===== src/rtl/af4_ipoh_rrsch8_pkg.sv =====
// Shared constants for the 8-way rotating-priority grant scheduler.
// Latency: n/a (types and constants only); backpressure: n/a.
package af4_ipoh_rrsch8_pkg;

    localparam int N_REQ = 8;
    localparam int IDX_W = 3;

    typedef enum logic {
        ST_IDLE = 1'b0,
        ST_GNT  = 1'b1
    } state_t;

    function automatic logic [N_REQ-1:0] idx_to_onehot(input logic [IDX_W-1:0] idx);
        return N_REQ'(1) << idx;
    endfunction

endpackage


===== src/rtl/af4_ipoh_rrsch8_vote8.sv =====
// Combinational 8-way voter: first asserted req at or after prior, wrapping 7->0.
// Latency: 0 cycles; backpressure: none (pure function of its inputs).
module af4_ipoh_vote8
    import af4_ipoh_rrsch8_pkg::*;
(
    input  logic [N_REQ-1:0] req,
    input  logic [IDX_W-1:0] prior,
    output logic [IDX_W-1:0] win,
    output logic             winval
);

    logic [IDX_W-1:0] idx;

    // Scan from farthest to nearest so the nearest hit to prior is written last.
    always_comb begin
        win    = '0;
        winval = 1'b0;
        idx    = '0;
        for (int i = N_REQ - 1; i >= 0; i--) begin
            idx = prior + IDX_W'(i);
            if (req[idx]) begin
                win    = idx;
                winval = 1'b1;
            end
        end
    end

endmodule


===== src/rtl/af4_ipoh_rrsch8.sv =====
// Round-robin grant holder for 8 requesters; optional hold timeout via AF4_RRSCH_TIMEOUT_EN.
// Latency: req sampled at edge N is granted at edge N+1; no backpressure, req held until served.
module af4_ipoh_rrsch8
    import af4_ipoh_rrsch8_pkg::*;
#(
    parameter int HOLD_W = 4
) (
    input  logic             clk,
    input  logic             rst,
    input  logic             en,
    input  logic [N_REQ-1:0] req,
    input  logic             done,
    output logic [N_REQ-1:0] gnt,
    output logic [IDX_W-1:0] gntid,
    output logic             gntval,
    output logic [IDX_W-1:0] prior,
    output logic             toerr
);

    if (HOLD_W < 1) begin : g_bad_hold_w
        $error("HOLD_W must be at least 1");
    end

    state_t           state_q, state_d;
    logic [N_REQ-1:0] gnt_q, gnt_d;
    logic [IDX_W-1:0] gntid_q, gntid_d;
    logic [IDX_W-1:0] prior_q, prior_d;

    logic [IDX_W-1:0] win;
    logic             winval;
    logic             rel_norm;
    logic             tout;

    af4_ipoh_vote8 u_vote (
        .req    (req),
        .prior  (prior_q),
        .win    (win),
        .winval (winval)
    );

    // A dropped request from the holder is treated exactly like done.
    assign rel_norm = done || !req[gntid_q];

    always_comb begin
        state_d = state_q;
        gnt_d   = gnt_q;
        gntid_d = gntid_q;
        prior_d = prior_q;
        case (state_q)
            ST_IDLE: begin
                if (en && winval) begin
                    state_d = ST_GNT;
                    gnt_d   = idx_to_onehot(win);
                    gntid_d = win;
                end
            end
            ST_GNT: begin
                if (rel_norm || tout) begin
                    state_d = ST_IDLE;
                    gnt_d   = '0;
                    prior_d = gntid_q + IDX_W'(1);
                end
            end
            default: state_d = ST_IDLE;
        endcase
    end

    always_ff @(posedge clk) begin
        if (rst) begin
            state_q <= ST_IDLE;
            gnt_q   <= '0;
            gntid_q <= '0;
            prior_q <= '0;
        end else begin
            state_q <= state_d;
            gnt_q   <= gnt_d;
            gntid_q <= gntid_d;
            prior_q <= prior_d;
        end
    end

`ifdef AF4_RRSCH_TIMEOUT_EN
    logic [HOLD_W-1:0] cnt_q, cnt_d;
    logic [HOLD_W-1:0] cnt_inc;
    logic              toerr_q, toerr_d;

    // Counter is zero throughout IDLE, so it is already cleared on entry to GNT;
    // the release fires on the GNT cycle whose increment reaches all-ones.
    assign cnt_inc = cnt_q + HOLD_W'(1);
    assign tout    = (state_q == ST_GNT) && (&cnt_inc);

    always_comb begin
        cnt_d   = '0;
        toerr_d = 1'b0;
        if (state_q == ST_GNT) begin
            cnt_d   = rel_norm || tout ? '0 : cnt_inc;
            toerr_d = tout && !rel_norm;
        end
    end

    always_ff @(posedge clk) begin
        if (rst) begin
            cnt_q   <= '0;
            toerr_q <= 1'b0;
        end else begin
            cnt_q   <= cnt_d;
            toerr_q <= toerr_d;
        end
    end

    assign toerr = toerr_q;
`else
    assign tout  = 1'b0;
    assign toerr = 1'b0;
`endif

    assign gnt    = gnt_q;
    assign gntid  = gntid_q;
    assign gntval = (state_q == ST_GNT);
    assign prior  = prior_q;

endmodule


===== config.mk =====
export PLATFORM = sky130hd
export DESIGN_NAME = af4_ipoh_rrsch8
export DESIGN_NICKNAME = d
export VERILOG_FILES = /design/src/rtl/af4_ipoh_rrsch8_pkg.sv /design/src/rtl/af4_ipoh_rrsch8_vote8.sv /design/src/rtl/af4_ipoh_rrsch8.sv
export SDC_FILE = /design/constraint.sdc
export NUM_CORES = 1
export LEC_CHECK = 0
export CAP_MARGIN = 40
export CELL_PAD_IN_SITES_DETAIL_PLACEMENT = 0
export CELL_PAD_IN_SITES_GLOBAL_PLACEMENT = 1
export CORE_MARGIN = 4
export CORE_UTILIZATION = 30
export DETAILED_ROUTE_END_ITERATION = 10
export PLACE_DENSITY = 0.73
export SLEW_MARGIN = 10
export SYNTH_ARGS = -nofsm -noshare
export SYNTH_HDL_FRONTEND = slang
export SYNTH_HIERARCHICAL = 1
export SYNTH_SLANG_ARGS = --single-unit

===== constraint.sdc =====
create_clock -name clk -period 4.3 [get_ports clk]
set_clock_uncertainty 0.15 [all_clocks]
set_input_delay 0.645 -clock clk [delete_from_list [all_inputs] [get_ports clk]]
set_output_delay 0.645 -clock clk [all_outputs]
set_load 0.02 [all_outputs]

# Word level (Yosys, flattened, before mapping)
# Index checks and enable logic that the tools add are counted.
# op_classes
n_reduce_logical	6
magnitude_cmp	9
add_sub_neg	8
shifts	1
n_bitwise	1
eq_ne	2
mul	0
muxes	40
n_div	0
# ops
cell	count
$lt A3 B4 Y1 const B	9
$bmux W1 S3	9
$mux W3	8
$mux W1	19
$mux W8	2
$pmux W8 S2	1
$add A3 B3 Y3 const B	4
$shl A1 B3 Y8 const A	1
$add A3 B1 Y3 const B	2
$add A3 B2 Y3 const B	2
$reduce_and A2 Y1	3
$ne A2 B1 Y1 const B	1
$ne A2 B2 Y1 const B	1
$pmux W1 S2	1
$logic_and A1 B1 Y1	1
$logic_not A1 Y1	1
$logic_or A1 B1 Y1	1
$not A1 Y1	1
# totals
romBits	0
latchBits	0
mem_bits_rw	0
regBits	15
elab_cells	71
output_inout_bits	16
n_memories	0

# Logic depth before layout (Yosys ltp)
# depth
depth_word	14
mapped_depth	15
depth_no_buf	12

# By module
# The synthesis kept the hierarchy.
# by_module_without_submodules
module	instances	area_per_inst_um2	cells_each
af4_ipoh_rrsch8	1	869.6	103
af4_ipoh_vote8	1	782.0	90

# Worst setup path after synthesis
# OpenSTA, ideal clock, no wires.
# synth_timing
path_type	reg-to-reg
start	register prior_q[1] (netlist: prior[1])
end	register gnt_q[4] (netlist: gnt[4])
slack_ns	0.428
path_buffers	3
setup_ns	0.070
required_ns	4.080
arrival_time_ns	3.651
stages_incl_launch_ff	16
synth_period_minus_slack_ns	3.872
cell_sequence	dfxtp_1 buf_4 buf_4 inv_1 ha_1 clkbuf_1 mux4_2 mux2_4 o21ai_2 a31oi_1 o21bai_1 mux2_1 or3b_2 nor3_1 a31oi_1 a21oi_1
# synth_via
elab_chain_len	14
word_cells_on_any_way	45
cone_classes	add/sub (7); eq/ne (1); shift (1); mux (34); reduce/logical (2)
# synth_lines
element	line_no	rtl
from (decl)	af4_ipoh_rrsch8.sv:27	logic [IDX_W-1:0] prior_q, prior_d;
from (signal assigned)	af4_ipoh_rrsch8.sv:78	prior_q <= prior_d;
$add A3 B3 Y3	af4_ipoh_rrsch8_vote8.sv:20	idx = prior + IDX_W'(i);
$bmux W1 S3	af4_ipoh_rrsch8_vote8.sv:21	if (req[idx]) begin
$mux W1 (not written as such)	af4_ipoh_rrsch8_vote8.sv:21	
$mux W3 (7 in series)	af4_ipoh_rrsch8_vote8.sv:21	
$mux W3 (*)	af4_ipoh_rrsch8_vote8.sv:21	
named net win[0]	af4_ipoh_rrsch8.sv:29	logic [IDX_W-1:0] win;
$shl A1 B3 Y8 (*)	af4_ipoh_rrsch8_pkg.sv:14	return N_REQ'(1) << idx;
$mux W8 (*)	af4_ipoh_rrsch8.sv:51	if (en && winval) begin
$pmux W8 S2 (*)	af4_ipoh_rrsch8.sv:49	case (state_q)
to (signal assigned)	af4_ipoh_rrsch8.sv:76	gnt_q <= gnt_d;
to (decl)	af4_ipoh_rrsch8.sv:25	logic [N_REQ-1:0] gnt_q, gnt_d;
# Mark *: on every way through the listed nets, which the timed path passes. The rest lies on a longest branch. The select of a mux whose other input is x is not followed.
# A chain may end at the register's enable or synchronous reset.

# Final worst setup path
# layout_timing
start	input port req[0]
end	register gnt_q[4] (netlist: gnt[4])
# layout_via
elab_chain_len	13
word_cells_on_any_way	43
cone_classes	eq/ne (2); shift (1); mux (36); reduce/logical (4)
# layout_lines
element	line_no	rtl
from (decl)	af4_ipoh_rrsch8.sv:11	input logic [N_REQ-1:0] req,
$bmux W1 S3	af4_ipoh_rrsch8_vote8.sv:21	
$mux W1 (not written as such)	af4_ipoh_rrsch8_vote8.sv:21	
$mux W3 (7 in series)	af4_ipoh_rrsch8_vote8.sv:21	
$mux W3 (*)	af4_ipoh_rrsch8_vote8.sv:21	
named net win[0]	af4_ipoh_rrsch8.sv:29	
$shl A1 B3 Y8 (*)	af4_ipoh_rrsch8_pkg.sv:14	
$mux W8 (*)	af4_ipoh_rrsch8.sv:51	
$pmux W8 S2 (*)	af4_ipoh_rrsch8.sv:49	
# Marked as above.

==> results_dict.tcl <==
set metrics [dict create \
    hp-class "reg2reg" \
    status "complete, no violations" \
    max_freq_ghz 0.271 \
    path_max_fanout 6 \
    syn_inst 193 \
    clockBufferDepth 2 \
    vias 1614 \
    htreeDepth 1 \
    yosysWarningCount 6 \
    ys_ff_latch 15 \
    drtAntennaViolNets 0 \
    yosysSeqAreaShare 0.182 \
    worstPathArrival_ns 3.70 \
    hpwl_mm 3.15 \
    antenna_cells 0 \
    synth.top_cell.area_share 0.182 \
    slew_violations 0 \
    crit_top_cell "a31oi_1" \
    cts_made_buffers 3 \
    ioPinCount 28 \
    rows 26 \
    async_flop_share 0 \
    required_ns 4.32 \
    drive_above_1_share 0.121 \
    min_period_ns 3.69 \
    critPathTopFamily "multiplexers" \
    power_leakage_nw 0.701 \
    track_usage 0.131 \
    core_um2 5200 \
    synth.area.top_cells "dfxtp_1 18%, mux4_1 8.0%, mux4_2 6.8%" \
    vdd_drop_max_mv 0.182 \
    slowest_delay_ns 0.63 \
    die_w_um 82.2 \
    area.growth.synth_to_final_pct 20.8 \
    clk_pin_slew_ns 0.06 \
    rsz0062_at_grt "false" \
    ctsResizeCount 0 \
    clk_latency_ns 0.25 \
    initial_utilization 0.317 \
    swShare 0.441 \
    first_pass_iters 4 \
    final_net_count 231 \
    power_density_nw_per_um2 401 \
    utilization 0.383 \
    antenna_found_initial 0 \
    cts_root_buffer "clkbuf_8" \
    cts_sinks 15 \
    post_drt_wl_per_cell_um 15.0 \
    setup_viol 0 \
    cp-end-kind "flop" \
    die_h_um 82.2 \
    syn_area_um2 1650 \
    slowest_stage "mux4_1" \
    tightestPinTransition_ns 0.984 \
    p_seq_frac 0.230 \
    portBuffers 26 \
    cap_violations 0 \
    syn_nets 208 \
    drt_iter0_markers 140 \
    finalNonFillerCells 285 \
    worst-path-buf-inv 1 \
    critPathLaunchType "input pin" \
    p_comb_frac 0.627 \
    ctsHoldBuffers 0 \
    grt_overflow 0 \
    ys_top_cells_by_count "19 x a21oi_1, 15 x dfxtp_1, 13 x nand2_1, 13 x nor2_1" \
    synth_most_common_cell "a21oi_1" \
    synthFlopType "dfxtp_1" \
    relSlewSlack 0.344 \
    gp_congestion 0.869 \
    dp.cells 281 \
    synth-edff-count 0 \
    period_share 0.857 \
    grt_pass1_vias 1488 \
    viasPerCell 5.66 \
    route.detailed.drc 0 \
    internal_power_mw 0.448 \
    avgSynthCellArea_um2 8.56 \
    fin_tns_setup_ns 0 \
    cts_tree "yes" \
    grt_pass1_wl_mm 7.01 \
    clkPwrFrac 0.142 \
    hold_viol_final 0 \
    grt_start_max_net_pins 20 \
    post_cts_buffers 0 \
    power.switching_mw 0.353 \
    totalWireLength_mm 4.28 \
    path_cells "clkdlybuf4s50_1 -> mux4_1 -> mux2_4 -> o21ai_2 -> a31oi_1 -> o21bai_1 -> mux2_1 -> or3b_2 -> nor3_1 -> a31oi_1 -> a21oi_1" \
    synth_area_leader_cell "dfxtp_1" \
    synth_cell_type_count 57 \
    die_area_um2 6760 \
    worstSetupPathType "in2reg" \
]
## power groups by stage
stage               clock network (mW)  registers (mW)  logic (mW)
finish                           0.114           0.185       0.502
global route                     0.124           0.189       0.546
CTS                              0.118           0.185       0.497
detailed placement                   0           0.188       0.495
global placement                     0           0.188       0.499
floorplan                            0           0.201       0.355
## state kept, by name, summed over array words and instances (netlist names)
register / flops
gntid: 3
prior: 3
gntval: 1
gnt: 8
## metal layers
metal | global-route usage | vias to the layer above | wire length (µm)
li1 | - | 799 | -
met1 | 0.185 | 776 | 2090
met2 | 0.210 | 36 | 2000
met3 | 0.0249 | 3 | 155
met4 | 0.0183 | 0 | 26
met5 | 0 | - | 0
## worst min-delay path: cells and delay by family, from the launching register on
kind	cells	cell delay [ns]
AO/OA/AOI/OAI	1	0.05
flip-flops	1	0.32
AND/OR/NAND/NOR	1	0.07
## cell usage in the layout, fill, tap and decap left out, drive strengths merged, types with 3 or more instances in the layout
cell type	instances
mux2i	10
and2	3
clkdlybuf4s50	26
ha	3
nor2b	3
nand3	3
nor2	13
nand4b	3
a31oi	10
a21oi	19
mux4	10
dfxtp	15
mux2	6
a211oi	3
o21ai	5
inv	6
nand4	9
nand2	13
nor3	7
buf	7
xor2	3
clkbuf	4
## worst paths after layout
| path | startpoint | slack [ns] | end | depth (start not counted) |
|---|---|---|---|---|
| min reg2reg | gnt[1] | 0.34 | gnt[1] | 2 |
| max | req[0] | 0.61 | gnt[4] | 11 |
| min | gnt[1] | 0.34 | gnt[1] | 2 |
| max reg2reg | prior[1] | 0.71 | gnt[4] | 12 |
## logic make-up (layout without fill, tap and decap cells)
family,after synthesis,count (layout),synth area share
xor gates and xnor gates,4,4,0.0212
muxes,26,26,0.252
DFF,15,15,0.182
AOI/OAI and AO/OA,55,55,0.221
and+or+nand+nor,67,67,0.221
buffers and inverters,22,44,0.0780
adders and majority gates,3,3,0.0227
other,1,1,0.00227
## area by class of cell
type	instances	area [µm²]
Fill cell	533	3210
Multi-Input combinational cell	156	1220
Timing Repair Buffer	33	313
Sequential cell	15	300
Tap cell	70	87.6
Clock buffer	4	45.0
Inverter	7	26.3
## metrics by stage
step / setup slack, ns / hold slack (ns) / cell area, µm² / power, mW
6_report: 0.615 / 0.335 / 1990 / 0.801
3_5_place_dp: 0.377 / 0.332 / 1950 / 0.683
3_3_place_gp: 0.409 / 0.326 / 1940 / 0.687
5_1_grt: 0.459 / 0.361 / 1990 / 0.859
4_1_cts: 0.635 / 0.343 / 1990 / 0.800
2_1_floorplan: 0.428 / 0.409 / 1650 / 0.556
No activity file was read; power rests on OpenSTA's default activity.
==> RTL change, RTL diff (same flow settings) <==
Add a define of `AF4_RRSCH_TIMEOUT_EN`.
--- a/src/rtl/af4_ipoh_rrsch8.sv
+++ b/src/rtl/af4_ipoh_rrsch8.sv
@@ -2,2 +2,4 @@
 // Latency: req sampled at edge N is granted at edge N+1; no backpressure, req held until served.
+`define AF4_RRSCH_TIMEOUT_EN
+
 module af4_ipoh_rrsch8
Check against the original RTL: no difference found for any inputs over 10 cycles, from zero or initial values and one cycle with rst high; that may be too few to reach the edited logic, so the function may still have changed.
==> RTL change against the original RTL <==
Non-clock buffer count down 4. Wire length up 7.6%. Worst setup slack better by 0.14 ns. Cell area up 10%. Power down 16%. Critical path depth down 1. Count of clock-buffer cells in the layout unchanged. Sequential cell count up 5. Area after synthesis up 11%. Utilization down 1.2 points. Largest cell class unchanged. Highest routed layer unchanged.
==> RTL change: results (changes against the original RTL) <==
Status
The run finished with clean final reports.

Global routing
The via count of the first global-routing pass was 1586 (+6.6%). The global-route wire length before repair is 7.92 mm (+13%). The global routing met2 resource utilization is 0.199 (-0.0109).

The aggregate global-route resource usage was 0.131 (about the same).

Drt
The mean number of vias per cell was 5.47 (-3.4%). The overall routed net length is 4.60 mm (+7.6%). The DRC marker count from the first detailed-route iteration is 98 (-30%). The routed length on met3 came to 239 µm (+54%). The met2 wire length is 1.95 mm (-2.5%).

Synthesis
By area the synthesized netlist is led by sky130_fd_sc_hd__dfxtp_1 (22%), sky130_fd_sc_hd__mux4_1 (8.6%), sky130_fd_sc_hd__mux4_2 (6.1%). The mux share of post-synthesis cell area came to 0.219 (-0.0324). The part of the Yosys area used for sequential elements is 0.218 (+0.0366). The xor/xnor share of the synthesized area is 0.0334 (+0.0122). The adder-cell area share of the yosys netlist was 0.0341 (+0.0114). The share of the synthesized area in compound gates (AO/OA/AOI/OAI) came to 0.228 (+0.00677).

The cell count after synthesis is 201 (+4.1%). The total nets after synthesis is 218 (+4.8%).

Place
The half-perimeter wire length after placement is 3.36 mm (+6.4%). The routability congestion estimate is 0.798 (-8.2%). The count of port buffers added during placement is 27 (+3.8%).

The post-detailed-placement cell area was 2140 µm² (+9.8%). The number of placed instances, taps included came to 294 (+4.6%).

Hold path
The cell depth of the worst min-delay path came to 1 (-1). The capture endpoint of the worst hold path is cnt_q[0]$_SDFF_PP0_.

Critical path
The arrival time of data at the critical path endpoint is 3.58 ns (-0.12 ns). The slack of the worst reg-to-reg path is 0.86 ns (+0.15 ns). The endpoint identified for the worst register-to-register timing path is gnt[5]$_SDFFE_PP0P_.

Pwr
The worst supply voltage drop on vdd was 0.000190 V (+4.4%).

Timing
The actual transition at the worst max-transition pin is 0.837 ns (-0.148 ns). The minimum hold slack came to 0.328 ns (-0.00730 ns).

Clock network
The clock-pin transition on the worst setup and hold timing paths is 0.08 ns (+0.02 ns).
-- RTL change: cell count changes in the layout (fill, tap and decap cells not counted), moves of 5 or more --
cell / unedited run / this run
sky130_fd_sc_hd__a21oi_1: 19 / 12
sky130_fd_sc_hd__dfxtp_1: 15 / 20
sky130_fd_sc_hd__o22ai_1: 2 / 10
sky130_fd_sc_hd__nand3b_1: 2 / 10
sky130_fd_sc_hd__buf_4: 7 / 2
sky130_fd_sc_hd__nand4_1: 9 / 2
sky130_fd_sc_hd__nand2_1: 13 / 18
sky130_fd_sc_hd__a31oi_1: 10 / 3
-- RTL change: metrics by stage --
stage / setup slack, ns / utilization
after floorplan: 0.761 / -
after global placement: 0.513 / 0.362
final: 0.758 / 0.371
after detailed placement: 0.568 / 0.362
after CTS: 0.827 / 0.371
after global routing: 0.510 / 0.371
-- RTL change: kinds of logic (layout without fill, tap and decap cells) --
| kind of cell | count (synthesis) | count (layout) |
|---|---|---|
| buffers and inverters | 19 | 41 |
| AND/OR/NAND/NOR | 68 | 68 |
| multiplexers | 23 | 23 |
| adder cells (fa/ha/maj) | 5 | 5 |
| XOR/XNOR | 7 | 7 |
| AO/OA/AOI/OAI | 59 | 59 |
| flip-flops | 20 | 20 |
-- RTL change: cell type report --
cell class | instances | area (µm²) | area share
timing repair buffer | 29 | 285 | 0.130
tap | 75 | 93.8 | 0.0427
multi-input combinational | 162 | 1330 | 0.606
sequential | 20 | 400 | 0.182
inverter | 8 | 30.0 | 0.0137
clock buffer | 4 | 55.1 | 0.0251
-- RTL change: power by group --
group / leakage (µW) / internal [µW] / total (µW) / switching, µW
clock: 0.0000288 / 81.6 / 146 / 64.8
sequential: 0.000162 / 198 / 221 / 22.7
combinational: 0.000571 / 138 / 304 / 165
total: 0.000762 / 418 / 671 / 253
